`src/rtl/imem_fetch_if.sv`:
```
// Requester/responder bus between the fetch stage and the combinational instruction memory.
interface imem_fetch_if;
    logic [31:0] imem_a;
    logic [31:0] imem_rd;

    modport master (output imem_a, input imem_rd);
    modport slave  (input imem_a, output imem_rd);
endinterface

```
`src/rtl/imem_fetch.sv`:
```
// RV32I instruction-fetch stage: owns the PC, reads the combinational imem and fills IF/ID.
// Stops fetching on out-of-range PCs or misaligned redirect targets until redirected or reset.
module imem_fetch #(
    parameter logic [31:0] RESET_PC   = 32'h0000_0000,
    parameter int unsigned IMEM_WORDS = 64,
    parameter logic [31:0] NOP        = 32'h0000_0013
) (
    input  logic         clk,
    input  logic         reset,
    imem_fetch_if.master imem,
    input  logic         stall_f,
    input  logic         stall_d,
    input  logic         flush_d,
    input  logic         pcsrc_e,
    input  logic [31:0]  pctarget_e,
    output logic [31:0]  pc_f,
    output logic [31:0]  instr_d,
    output logic [31:0]  pc_d,
    output logic [31:0]  pcplus4_d,
    output logic         valid_d,
    output logic         fault,
    output logic [1:0]   fault_cause,
    output logic [31:0]  fault_pc,
    output logic [31:0]  fetch_count
);

    typedef enum logic {
        S_RUN,
        S_FAULT
    } state_t;

    localparam logic [31:0] PC_LIMIT = 32'(4 * IMEM_WORDS);

    state_t      state;
    logic        in_range;
    logic [31:0] pc_plus4;

    assign imem.imem_a = pc_f;
    assign in_range    = (pc_f < PC_LIMIT);
    assign pc_plus4    = pc_f + 32'd4;
    assign fault       = (state == S_FAULT);

    always_ff @(posedge clk) begin
        if (reset) begin
            state       <= S_RUN;
            pc_f        <= RESET_PC;
            instr_d     <= NOP;
            pc_d        <= '0;
            pcplus4_d   <= '0;
            valid_d     <= 1'b0;
            fault_cause <= 2'b00;
            fault_pc    <= '0;
            fetch_count <= '0;
        end else begin
            // Fault detection on an out-of-range PC is independent of stall_f; the PC holds either way.
            if (pcsrc_e) begin
                if (pctarget_e[1:0] == 2'b00) begin
                    pc_f  <= pctarget_e;
                    state <= S_RUN;
                end else begin
                    state       <= S_FAULT;
                    fault_cause <= 2'b10;
                    fault_pc    <= pctarget_e;
                end
            end else if (state == S_RUN && !in_range) begin
                state       <= S_FAULT;
                fault_cause <= 2'b01;
                fault_pc    <= pc_f;
            end else if (!stall_f && state == S_RUN) begin
                pc_f <= pc_plus4;
            end

            if (flush_d || pcsrc_e) begin
                instr_d <= NOP;
                valid_d <= 1'b0;
            end else if (stall_d) begin
                instr_d <= instr_d;
            end else if (stall_f || state != S_RUN || !in_range) begin
                instr_d <= NOP;
                valid_d <= 1'b0;
            end else begin
                instr_d     <= imem.imem_rd;
                pc_d        <= pc_f;
                pcplus4_d   <= pc_plus4;
                valid_d     <= 1'b1;
                fetch_count <= fetch_count + 32'd1;
            end
        end
    end

endmodule

```
`src/flat_wrapper.sv`:
```
// flat-port wrapper written by rule: the top's interface ports become plain ports
module imem_fetch_flat 
#(
    parameter logic [31:0] RESET_PC   = 32'h0000_0000,
    parameter int unsigned IMEM_WORDS = 64,
    parameter logic [31:0] NOP        = 32'h0000_0013
)
  (clk, reset, stall_f, stall_d, flush_d, pcsrc_e, pctarget_e, pc_f, instr_d, pc_d, pcplus4_d, valid_d, fault, fault_cause, fault_pc, fetch_count, imem_imem_a, imem_imem_rd);
  imem_fetch_if imem_i ();
  input  logic clk;
  input  logic reset;
  input  logic stall_f;
  input  logic stall_d;
  input  logic flush_d;
  input  logic pcsrc_e;
  input  logic [31:0] pctarget_e;
  output logic [31:0] pc_f;
  output logic [31:0] instr_d;
  output logic [31:0] pc_d;
  output logic [31:0] pcplus4_d;
  output logic valid_d;
  output logic fault;
  output logic [1:0] fault_cause;
  output logic [31:0] fault_pc;
  output logic [31:0] fetch_count;
  output wire logic [$bits(imem_i.imem_a)-1:0] imem_imem_a;
  input wire logic [$bits(imem_i.imem_rd)-1:0] imem_imem_rd;
  assign imem_imem_a = imem_i.imem_a;
  assign imem_i.imem_rd = imem_imem_rd;
  imem_fetch #(.RESET_PC(RESET_PC), .IMEM_WORDS(IMEM_WORDS), .NOP(NOP)) u_core (.clk(clk), .reset(reset), .imem(imem_i), .stall_f(stall_f), .stall_d(stall_d), .flush_d(flush_d), .pcsrc_e(pcsrc_e), .pctarget_e(pctarget_e), .pc_f(pc_f), .instr_d(instr_d), .pc_d(pc_d), .pcplus4_d(pcplus4_d), .valid_d(valid_d), .fault(fault), .fault_cause(fault_cause), .fault_pc(fault_pc), .fetch_count(fetch_count));
endmodule
```
`config.mk`:
```
export PLATFORM = sky130hd
export DESIGN_NAME = imem_fetch_flat
export DESIGN_NICKNAME = d
export VERILOG_FILES = /design/src/rtl/imem_fetch_if.sv /design/src/rtl/imem_fetch.sv /design/src/flat_wrapper.sv
export SDC_FILE = /design/constraint.sdc
export NUM_CORES = 1
export LEC_CHECK = 0
export ABC_AREA = 1
export BUFFER_PORTS_ARGS = -buffer_cell sky130_fd_sc_hd__buf_2
export CAP_MARGIN = 20
export CORE_MARGIN = 5
export CORE_UTILIZATION = 40
export DETAILED_ROUTE_END_ITERATION = 10
export PLACE_DENSITY_LB_ADDON = 0.12
export SYNTH_ARGS = -nofsm -noshare
export SYNTH_HDL_FRONTEND = slang
export SYNTH_SLANG_ARGS = --single-unit
```
`constraint.sdc`:
```
create_clock -name clk -period 2.3 [get_ports clk]
set_input_delay 0.69 -clock clk [delete_from_list [all_inputs] [get_ports clk]]
set_output_delay 0.69 -clock clk [all_outputs]
set_load 0.05 [all_outputs]
```
==> out/qor.txt <==
status - completed
antenna violations before repair - 4
largest net degree at the start of global routing - 60
Hold Path Class - reg2reg
grt met2 use - 33.1%
total power - 0.00794 W
Root Driver - clkbuf_16
clock insertion delay at the later pin of the skew report - 430 ps
Synthesized Nets - 1343
final worst slack - 306 ps
Final Hold Slack - 435 ps
vias in the first global route - 7839
count of input and output buffers - 297
Reg-to-Reg End - u_core.pcplus4_d[28]
min Tclk post-route - 1990 ps
Clock transition at path regs - 70 ps
CTS buffer count - 17
top cells by count, synth - 435 x nand2_1, 208 x nor2_1, 194 x dfxtp_1
Crit. path cell count - 1
CP arrival - 1300 ps
CTS Sinks - 194
Layout Nets - 1581
Min-Delay Endpoint - u_core.pc_d[21]
crit end category - primary output
WL/cell - 14.5 um
die area - 24800 sq um
Post-synth EDFFs - 0
Seq cells post-synth - 194
Vias per Instance - 4.69
core area - 21600 sq um
fin. max-slew vios - 0
Worst VDD drop - 0.464 mV
Post-synth top flop - dfxtp_1
most frequent cell after synthesis - nand2_1
GR peak layer - met2
Area contributors post-synth - dfxtp_1 45%, nand2_1 19%, nor2_1 9.0%, a21oi_1 6.1%, buf_4 3.5%
die height - 157 um
worst r2r path cells - 9
Final ANT Viol Nets - 0
placer congestion estimate - 0.823
slew margin rel. - 65.3%
cells along the critical path - buf_2
placed insts - 1770
placed wire-length estimate - 18800 um
total number of vias - 8459
reg2reg start - u_core.imem.imem_a[24]
final setup fails - 0
Yosys top cell by area - dfxtp_1
io pins - 298
sequential fraction of the synthesis area - 44.7%
Max Root-Sink Buffers - 2
Pre-antenna DRT Iters - 7
Netlist cell types - 29
mapped cell area - 8680 sq um
clock skew - 11.4 ps
Req. time, crit path - 1610 ps
Async S/R FF share, synth - 0%
kind of critical path - reg2out
worst-margin pin slew - 521 ps
# DRC - 0
Worst Path Max Fanout - 8
Area Growth Syn to Fin - 24.0%
first-pass GRT wire length - 41900 um
# fillers - 2308
GRT met3 Usage - 7.07%
share of cells above drive strength 1 - 24.0%
postcts setup bufs - 0
Achievable Freq - 0.501 GHz
CTS tree - yes
crit start category - flop
Syn Area/Cell - 6.83 sq um
final hold vios - 0
Initial Utilization - 40.2%
Slowest-stage cell, CP - dfxtp_1
max_cap viols - 0
dpl ws - 183 ps
Setup TNS - 0 ps
post-synthesis cell count - 1271
CP Buf/Inv Count - 1
count of hold-fix buffers inserted at cts - 0
Yosys top cell area share - 44.7%
CP peak stage delay - 520 ps
yosys warns - 0
cell family with most CP delay - flip-flops
CTS resizes - 0
GRT Overall Usage - 20.9%
WL final - 26100 um
DR iter-0 viols - 367
footprint of the multi-input gates - 3970 sq um
htree depth - 4
crit path launch - u_core.imem.imem_a[4]
PD cells - 738 nW/um^2
WHS Path Cells - 2
Layout Cells excl Fill - 1803
Overflow after GRT - 0
Sequential cell area - 3880 sq um
R2R setup slack - 470 ps
Chip Width - 157 um
RSZ-0062 raised after global routing - false
# rows - 54
hold_sp - u_core.pc_d[21]
met1 GRT Util - 27.6%
fin crit share - 86.7%
leakage - 5.11 nW
## sequential cells by signal (all words and copies together), names as in the netlist
signal and cells:
u_core.fault_pc 32, u_core.fetch_count 32, u_core.imem.imem_a 32, u_core.instr_d 32, u_core.pcplus4_d 32, u_core.pc_d 30, u_core.fault_cause 2, u_core.fault 1
u_core.valid_d 1
## kinds of logic (layout without fill, tap and decap cells)
family | count (synthesis) | after routing | synth area share, %
flops | 194 | 194 | 44.7
xor+xnor | 17 | 17 | 1.71
fa+ha+maj | 2 | 2 | 0.288
buf+inv | 168 | 419 | 9.68
other cells | 0 | 1 | 0
simple gates | 725 | 725 | 33.9
compound gates | 165 | 165 | 9.68
## how the worst max path moves through the flow
stage | slack (ps) | to
finish | 310 | imem_imem_a[4]
detailed placement | 180 | u_core.pcplus4_d[19]
global route | 230 | imem_imem_a[4]
CTS | 250 | imem_imem_a[4]
global placement | 200 | u_core.pcplus4_d[22]
floorplan | 330 | u_core.fetch_count[16]
## cells in the final DEF, fill, tap and decap left out, drive strengths merged
| master | netlist | layout |
|---|---|---|
| o21ai | 53 | 53 |
| nand3b | 18 | 18 |
| inv | 66 | 72 |
| a21oi | 106 | 106 |
| nand2 | 437 | 437 |
| o22ai | 3 | 3 |
| xnor2 | 5 | 5 |
| diode | 0 | 1 |
| a21boi | 3 | 3 |
| nand3 | 50 | 50 |
| buf | 66 | 320 |
| xor2 | 12 | 12 |
| dfxtp | 194 | 194 |
| clkinv | 1 | 8 |
| bufinv | 0 | 1 |
| ha | 2 | 2 |
| nor2 | 213 | 213 |
| nor3 | 3 | 3 |
| clkbuf | 35 | 18 |
| nand4 | 4 | 4 |
## power breakdown
group / internal, W / switching [W]
Clock: 0.00154 / 0.00140
Sequential: 0.00346 / 0.000109
Combinational: 0.000347 / 0.00108
## area by class of cell
type | instances | share of cell area [%]
timing repair buffer | 320 | 16.0
clock inverter | 14 | 1.37
antenna | 1 | 0.0233
clock buffer | 18 | 3.99
inverter | 67 | 2.34
sequential | 194 | 36.1
multi-input combinational | 909 | 36.9
tap | 280 | 3.26
## per-stage QoR
stage | utilization [%] | area (sq um)
after floorplan | - | 8680
after global placement | 47.1 | 10200
after detailed placement | 47.1 | 10200
after CTS | 49.8 | 10800
after global routing | 49.8 | 10800
final | 49.8 | 10800
## per-layer routing
layer  up-vias  wire (um)
li1       4425          -
met1      3764      11600
met2       234      12000
met3        30       2160
met4         6        325
met5         -         34
Power figures use the tool's default switching activity.
